<file path="src/rtl/dsm_cic_decimator.sv">
// Receive-side reconstruction filter for the ternary delta-sigma PWM stream:
// symbol decode, 3rd-order CIC decimation by 2^LOG2_DECIM, scaling and saturation.
module dsm_cic_decimator #(
  parameter int LOG2_DECIM = 6,   // legal range 2..8
  parameter int OUT_BITS   = 15
) (
  input  logic                       clock_i,
  input  logic                       reset_i,
  input  logic [1:0]                 pwm_i,
  input  logic                       in_en_i,
  output logic signed [OUT_BITS-1:0] dout_o,
  output logic                       dout_valid_o,
  output logic                       sym_err_o
);

  localparam int W      = 3 * LOG2_DECIM + 2;
  localparam int SHIFT  = 3 * LOG2_DECIM - OUT_BITS + 1;
  localparam int LSHIFT = (SHIFT < 0) ? -SHIFT : 0;
  // Extended width leaves room for a left shift plus a sign bit before clamping.
  localparam int EW     = W + LSHIFT + 1;

  localparam logic signed [EW-1:0] SAT_MAX = {{(EW-OUT_BITS+1){1'b0}}, {(OUT_BITS-1){1'b1}}};
  localparam logic signed [EW-1:0] SAT_MIN = {{(EW-OUT_BITS+1){1'b1}}, {(OUT_BITS-1){1'b0}}};

  logic signed [W-1:0]        x_d;
  logic                       illegal_d;
  logic                       event_d;
  logic signed [W-1:0]        integ_in [0:2];
  logic signed [W-1:0]        integ_q  [0:2];
  logic signed [W-1:0]        comb_v   [0:3];
  logic signed [W-1:0]        dly_q    [0:2];
  logic [LOG2_DECIM-1:0]      cnt_q;
  logic [1:0]                 warm_q;
  logic signed [EW-1:0]       c3_ext;
  logic signed [EW-1:0]       scaled_d;
  logic signed [OUT_BITS-1:0] sat_d;
  logic signed [OUT_BITS-1:0] dout_q;
  logic                       dout_valid_q;
  logic                       sym_err_q;

  always_comb begin
    x_d       = '0;
    illegal_d = 1'b0;
    case (pwm_i)
      2'b01:   x_d = {{(W-1){1'b0}}, 1'b1};
      2'b11:   x_d = '1;
      2'b10:   illegal_d = 1'b1;
      default: x_d = '0;
    endcase
  end

  // DECIM is a power of two, so the last phase of the counter is all ones.
  assign event_d   = in_en_i && (&cnt_q);
  assign comb_v[0] = integ_q[2];

  // Integrators wrap modulo 2^W on purpose; the combs cancel the wrap.
  for (genvar gi = 0; gi < 3; gi++) begin : g_stage
    if (gi == 0) begin : g_first
      assign integ_in[gi] = x_d;
    end else begin : g_chain
      assign integ_in[gi] = integ_q[gi-1];
    end

    always_ff @(posedge clock_i) begin
      if (reset_i) begin
        integ_q[gi] <= '0;
      end else if (in_en_i) begin
        integ_q[gi] <= integ_q[gi] + integ_in[gi];
      end
    end

    assign comb_v[gi+1] = comb_v[gi] - dly_q[gi];

    always_ff @(posedge clock_i) begin
      if (reset_i) begin
        dly_q[gi] <= '0;
      end else if (event_d) begin
        dly_q[gi] <= comb_v[gi];
      end
    end
  end

  assign c3_ext = {{(EW-W){comb_v[3][W-1]}}, comb_v[3]};

  if (SHIFT >= 0) begin : g_shr
    assign scaled_d = c3_ext >>> SHIFT;
  end else begin : g_shl
    assign scaled_d = c3_ext <<< LSHIFT;
  end

  always_comb begin
    if (scaled_d > SAT_MAX) begin
      sat_d = SAT_MAX[OUT_BITS-1:0];
    end else if (scaled_d < SAT_MIN) begin
      sat_d = SAT_MIN[OUT_BITS-1:0];
    end else begin
      sat_d = scaled_d[OUT_BITS-1:0];
    end
  end

  // The first three decimation events only prime the comb delays.
  always_ff @(posedge clock_i) begin
    if (reset_i) begin
      cnt_q        <= '0;
      warm_q       <= '0;
      dout_q       <= '0;
      dout_valid_q <= 1'b0;
      sym_err_q    <= 1'b0;
    end else begin
      dout_valid_q <= 1'b0;
      if (in_en_i) begin
        cnt_q <= cnt_q + 1'b1;
        if (illegal_d) begin
          sym_err_q <= 1'b1;
        end
        if (event_d) begin
          if (warm_q != 2'd3) begin
            warm_q <= warm_q + 2'd1;
          end else begin
            dout_q       <= sat_d;
            dout_valid_q <= 1'b1;
          end
        end
      end
    end
  end

  assign dout_o       = dout_q;
  assign dout_valid_o = dout_valid_q;
  assign sym_err_o    = sym_err_q;

endmodule
</file>
<file path="config.mk">
export PLATFORM = sky130hd
export DESIGN_NAME = dsm_cic_decimator
export DESIGN_NICKNAME = d
export VERILOG_FILES = /design/src/rtl/dsm_cic_decimator.sv
export SDC_FILE = /design/constraint.sdc
export NUM_CORES = 1
export LEC_CHECK = 0
export ABC_AREA = 1
export CAP_MARGIN = 20
export CORE_MARGIN = 5
export CORE_UTILIZATION = 55
export CTS_CLUSTER_SIZE = 8
export DETAILED_ROUTE_END_ITERATION = 10
export PLACE_DENSITY = 0.72
export SYNTH_ARGS = -nofsm -noshare
export SYNTH_HDL_FRONTEND = slang
export SYNTH_SLANG_ARGS = --single-unit
</file>
<file path="constraint.sdc">
create_clock -name clock_i -period 15.5 [get_ports clock_i]
set_input_delay 3.1 -clock clock_i [delete_from_list [all_inputs] [get_ports clock_i]]
set_output_delay 3.1 -clock clock_i [all_outputs]
set_load 0.01 [all_outputs]
</file>
==> results of run 1 <==
==> cells in the final DEF, fill, tap and decap left out, types with 21 or more instances in the layout <==
| cell | Yosys | layout |
|---|---|---|
| dfxtp_1 | 25 | 25 |
| nand3_1 | 41 | 41 |
| nor3_1 | 23 | 23 |
| edfxtp_1 | 120 | 120 |
| clkdlybuf4s50_1 | 0 | 21 |
| xor2_1 | 35 | 35 |
| inv_1 | 243 | 243 |
| ha_1 | 115 | 115 |
| a21oi_1 | 182 | 182 |
| nor2_1 | 111 | 110 |
| o21ai_0 | 109 | 109 |
| nand2_1 | 198 | 195 |
==> cell families (layout without fill, tap and decap cells) <==
| kind of cell | count (synthesis) | after routing | share of synthesized area |
|---|---|---|---|
| AOI/OAI and AO/OA | 366 | 366 | 0.193 |
| xor gates and xnor gates | 47 | 47 | 0.0375 |
| adders and majority gates | 120 | 120 | 0.140 |
| buffers and inverters | 265 | 304 | 0.0924 |
| DFF | 145 | 145 | 0.374 |
| and+or+nand+nor | 414 | 414 | 0.164 |
==> routing by layer <==
layer | global-route usage | routed length [um] | up-vias
met3 | 0.0377 | 833 | 56
met5 | 0 | 0 | -
met1 | 0.229 | 9310 | 4063
li1 | - | - | 4658
met2 | 0.391 | 11700 | 188
met4 | 0.0848 | 716 | 0
==> worst register-to-register path, delay by kind of cell, from the launching register on <==
kind | cells | cell delay [ns]
flops | 1 | 0.35
xor+xnor | 3 | 0.62
fa+ha+maj | 4 | 1.36
compound gates | 8 | 1.37
buf+inv | 6 | 0.76
simple gates | 11 | 1.43
==> per-stage QoR <==
stage	power (mW)	worst slack, ns	area [um^2]
after detailed placement	1.24	9.03	11500
after global placement	1.23	9.11	11500
final	1.63	9.45	12100
after global routing	1.76	8.91	12100
after floorplan	1.09	10.06	11000
after CTS	1.64	9.48	12000
==> where the power goes <==
| group | internal (mW) | total (mW) | switching [mW] |
|---|---|---|---|
| Combinational | 0.266 | 0.774 | 0.508 |
| Clock | 0.228 | 0.392 | 0.164 |
| Sequential | 0.450 | 0.467 | 0.0169 |
==> area by class of cell <==
class | count | area [um^2]
Clock buffer | 19 | 453
Timing Repair Buffer | 25 | 253
Tap cell | 265 | 332
Sequential cell | 145 | 4100
Multi-Input combinational cell | 947 | 5880
Clock inverter | 13 | 113
Inverter | 247 | 927
Fill cell | 1732 | 7530
==> Yosys cell counts, drive strengths merged <==
cell type / instances
nor3: 23
and2: 4
fa: 5
o21a: 9
o31a: 3
nand4: 12
a211oi: 3
o21ai: 113
dfxtp: 25
o2111ai: 1
nand3: 48
a21o: 8
nand2: 204
buf: 3
or2: 3
o31ai: 8
a31oi: 12
a21oi: 193
xor2: 35
nand3b: 1
xnor2: 12
o211ai: 6
clkbuf: 15
a21boi: 4
inv: 247
o21bai: 1
edfxtp: 120
a31o: 4
nor3b: 5
a32o: 1
ha: 115
nor2: 114
==> flip-flops by register name, summed over array words and instances (netlist names) <==
signal	count
dly_q	60
integ_q	60
dout_o	15
cnt_q	6
warm_q	2
dout_valid_o	1
sym_err_o	1
==> worst min-delay path by stage <==
stage,start,cells after the start,to
after floorplan,warm_q[0],2,warm_q[0]
after CTS,dout_o[1],2,dout_o[1]
after global routing,sym_err_o,1,sym_err_o
final,dout_o[1],2,dout_o[1]
after detailed placement,dout_o[1],2,dout_o[1]
after global placement,sym_err_o,1,sym_err_o
==> flow_metrics.tcl, run 1 <==
set metrics [dict create \
    status "completed" \
    skew_ns 0.0126 \
    routabilityCongestion 0.860 \
    area_delta_synth_final_pct 9.76 \
    clock-sinks 145 \
    vias 8965 \
    yosysTopAreaCellShare 0.328 \
    rsz0062_at_grt "false" \
    maxSlewViolCount 0 \
    coreArea_mm2 0.0196 \
    initial_utilization 0.561 \
    numPortBuffers 21 \
    cts.path.max_buffers 2 \
    cts_tree "yes" \
    power_density_mw_per_mm2 135 \
    dpl.cell_count 1628 \
    start_kind "input pin" \
    crit_start "pwm_i[0]" \
    grt_pass1_vias 8810 \
    drc_errors 0 \
    dpl.hpwl_mm 17.2 \
    power.leakage_nw 5.67 \
    r2r-start "integ_q[2][0]" \
    die_w_um 151 \
    hold_slack_ns 0.469 \
    worst_r2r_path_depth 32 \
    synth.largest_area_cell "edfxtp_1" \
    antenna_found_initial 0 \
    min_period_over_period 0.391 \
    grt_usage 0.208 \
    path_buf_inv 2 \
    worstPathArrival_ns 6.23 \
    cts_setup_buffers 0 \
    path_delay_family "compound AO/OA/AOI/OAI gates" \
    path_class "in2reg" \
    drtAntennaViolNets 0 \
    cpPeakStageDelay_ns 0.49 \
    num_io_pins 22 \
    worstPathMaxFanout 18 \
    seq_area_frac_synth 0.374 \
    die_area_mm2 0.0229 \
    syn_nets 1482 \
    drt-total-wl_mm 22.6 \
    vdd.ir_drop.worst_mv 0.0776 \
    clkLatencyLatePin_ns 0.43 \
    timing.max_slew.rel_slack 0.480 \
    tightest_slew_ns 0.779 \
    drive_gt1_frac 0.0587 \
    grt_pass1_wl_mm 38.5 \
    cap_violations 0 \
    rr_endpoint "dout_o[3]" \
    grt_remaining_overflow 0 \
    crit_path_frequent_cell "o21ai_0" \
    ys_top_cells_by_area "edfxtp_1, ha_1, inv_1" \
    drt_iter0_markers 361 \
    post_cts_resize_count 0 \
    path_clk_slew_ns 0.06 \
    reg2reg_slack_ns 9.47 \
    synth_cells 1357 \
    hold_viol_final 0 \
    yosys.cell_types.count 45 \
    min_path_type "reg2reg" \
    antennaDiodeCount 0 \
    ys_warn_count 0 \
    synth-seq-cells 145 \
    cp.depth 14 \
    final_util 0.616 \
    cp_slowest_cell "clkdlybuf4s50_1" \
    num_rows 51 \
    endpoint "integ_q[0][16]" \
    cts_inserted_buffers 17 \
    final_nets 1508 \
    cts_root_buf "clkbuf_16" \
    die_h_um 151 \
    dr.pass1.iters 6 \
    end_kind "flop" \
    fmax_mhz 165 \
    min_period_ns 6.05 \
    wl_per_cell_um 13.6 \
    cts_hold_buf 0 \
    syn_avg_cell_area_um2 8.10 \
    path_cells "clkdlybuf4s50_1 -> nand2_1 -> inv_1 -> ha_1 -> a21oi_1 -> o21ai_0 -> nand2_1 -> o211ai_1 -> a31oi_1 -> o21ai_0 -> a21boi_0 -> o21ai_0 -> o21ai_0 -> a21oi_1" \
    crit_required_ns 15.68 \
    vias_per_cell 5.40 \
    netlist_area_mm2 0.0110 \
    htree_levels 4 \
    tns_ns 0 \
    setup_viol 0 \
    grt_max_degree 62 \
    fin_cells 1661 \
]
Note: power is estimated with default switching activity, not from simulation.
==> run 2: changes to the inputs <==
==> constraint.sdc (replaced) <==
create_clock -name clock_i -period 5.6 [get_ports clock_i]
set_input_delay 1.12 -clock clock_i [delete_from_list [all_inputs] [get_ports clock_i]]
set_output_delay 1.12 -clock clock_i [all_outputs]
set_load 0.01 [all_outputs]
==> run 2 against run 1 <==
Compared with the run above:
- count of clock-buffer cells in the layout increased by 2
- cell count is 0.84% higher
- clock power grew to 3.0 times the previous value
- sequential power rose to 2.8 times the previous value
- largest power group unchanged
==> flow_metrics.tcl, run 2 (synthesis results as in run 1) <==
set metrics [dict create \
    drt_iter0_markers 404 \
    die_h_um 151 \
    totalPowerFinal_mw 4.83 \
    regArea_mm2 0.00410 \
    vias_per_cell 5.42 \
    cp_slowest_cell "fa_2" \
    wl_per_cell_um 14.3 \
    place_ws_ns -0.0342 \
    path_clk_slew_ns 0.06 \
    routabilityCongestion 0.900 \
    initial_utilization 0.561 \
    cts.path.max_buffers 2 \
    tightest_slew_ns 0.796 \
    cap_violations 0 \
    drt-total-wl_mm 24.0 \
    cts_tree "yes" \
    numPortBuffers 21 \
    skew_ns 0.0115 \
    area_delta_synth_final_pct 13.0 \
    start_kind "flop" \
    final_nets 1522 \
    drive_gt1_frac 0.0901 \
    cts_root_buf "clkbuf_16" \
    cts_inserted_buffers 17 \
    grt_max_degree 52 \
    path_class "reg2reg" \
    min_path_type "reg2reg" \
    multi_input_comb_area_mm2 0.00606 \
    antenna_found_initial 0 \
    antennaDiodeCount 0 \
    worstPathArrival_ns 5.50 \
    dpl.hpwl_mm 18.0 \
    end_kind "flop" \
    cpPeakStageDelay_ns 0.37 \
    die_area_mm2 0.0229 \
    grt_pass1_wl_mm 40.4 \
    min_period_over_period 0.927 \
    drc_errors 0 \
    dpl.cell_count 1636 \
    grt_usage 0.219 \
    crit_required_ns 5.91 \
    power_density_mw_per_mm2 389 \
    fmax_mhz 193 \
    status "completed" \
    vdd.ir_drop.worst_mv 0.236 \
    fillers 1699 \
    worstPathMaxFanout 6 \
    coreArea_mm2 0.0196 \
    power.leakage_nw 5.79 \
    min_period_ns 5.19 \
    grt_pass1_vias 9008 \
    clock-sinks 145 \
    clkLatencyLatePin_ns 0.43 \
    fin_cells 1675 \
    htree_levels 4 \
    num_io_pins 22 \
    die_w_um 151 \
    setup_slack_ns 0.407 \
    maxSlewViolCount 0 \
    timing.max_slew.rel_slack 0.468 \
    num_rows 51 \
    grt_remaining_overflow 0 \
    setup_viol 0 \
    vias 9076 \
    final_common_cell "inv_1" \
    drtAntennaViolNets 0 \
    hold_viol_final 0 \
    dr.pass1.iters 6 \
    layout_common_cells "inv_1, nand2_1, a21oi_1" \
    crit_path_frequent_cell "inv_1" \
]
run 2: cell count changes in the layout (fill, tap and decap cells not counted), sizes merged:
cell      delta
buf         +14
clkinvlp     -5
inv          +4
clkbuf       +2
bufinv       -1
run 2: worst max-delay path: cells and delay by family, from the launching register on:
kind | cells | cell delay (ns)
AOI/OAI and AO/OA | 11 | 1.67
buffers and inverters | 7 | 0.71
xor gates and xnor gates | 2 | 0.38
and+or+nand+nor | 8 | 0.77
DFF | 1 | 0.35
adders and majority gates | 4 | 1.21
run 2: routing by layer:
layer | vias up | share of wire | GRT usage | wire length [um]
li1 | 4702 | - | - | -
met1 | 4148 | 0.40 | 0.242 | 9720
met2 | 162 | 0.53 | 0.414 | 12700
met3 | 64 | 0.031 | 0.0389 | 750
met4 | 0 | 0.036 | 0.0830 | 876
met5 | - | 0 | 0 | 0
run 2: where the power goes:
part	internal, mW	switching, mW
clock	0.681	0.484
sequential	1.24	0.0477
combinational	0.861	1.52
run 2: path summary, 6_finish.rpt:
kind	from	slack, ns	cells after the start	to
max reg2reg	integ_q[2][0]	0.41	32	dout_o[5]
max	integ_q[2][0]	0.41	32	dout_o[5]
min	sym_err_o	0.47	1	sym_err_o
min reg2reg	sym_err_o	0.47	1	sym_err_o
run 2: layout make-up:
class	count	area share
multi-input combinational	947	0.489
sequential	145	0.331
inverter	247	0.0747
clock buffer	21	0.0423
timing repair buffer	39	0.0301
tap	265	0.0267
clock inverter	11	0.00696
run 2: through the flow:
step	hold WS (ns)	cell area [um^2]	TNS, ns	utilization
after floorplan	0.444	11000	0	-
after global placement	0.453	11500	0	0.589
after detailed placement	0.457	11600	-0.235	0.590
after CTS	0.472	12200	-0.122	0.622
after global routing	0.504	12400	-0.501	0.634
final	0.471	12400	0	0.634
run 2: timing repair:
item / CTS / global route
setup buffers: 0 / 7
hold buffers: 0 / 0
setup endpoints to repair: 14 / 15
pin swaps: 0 / 7
gates resized for setup: 2 / 34
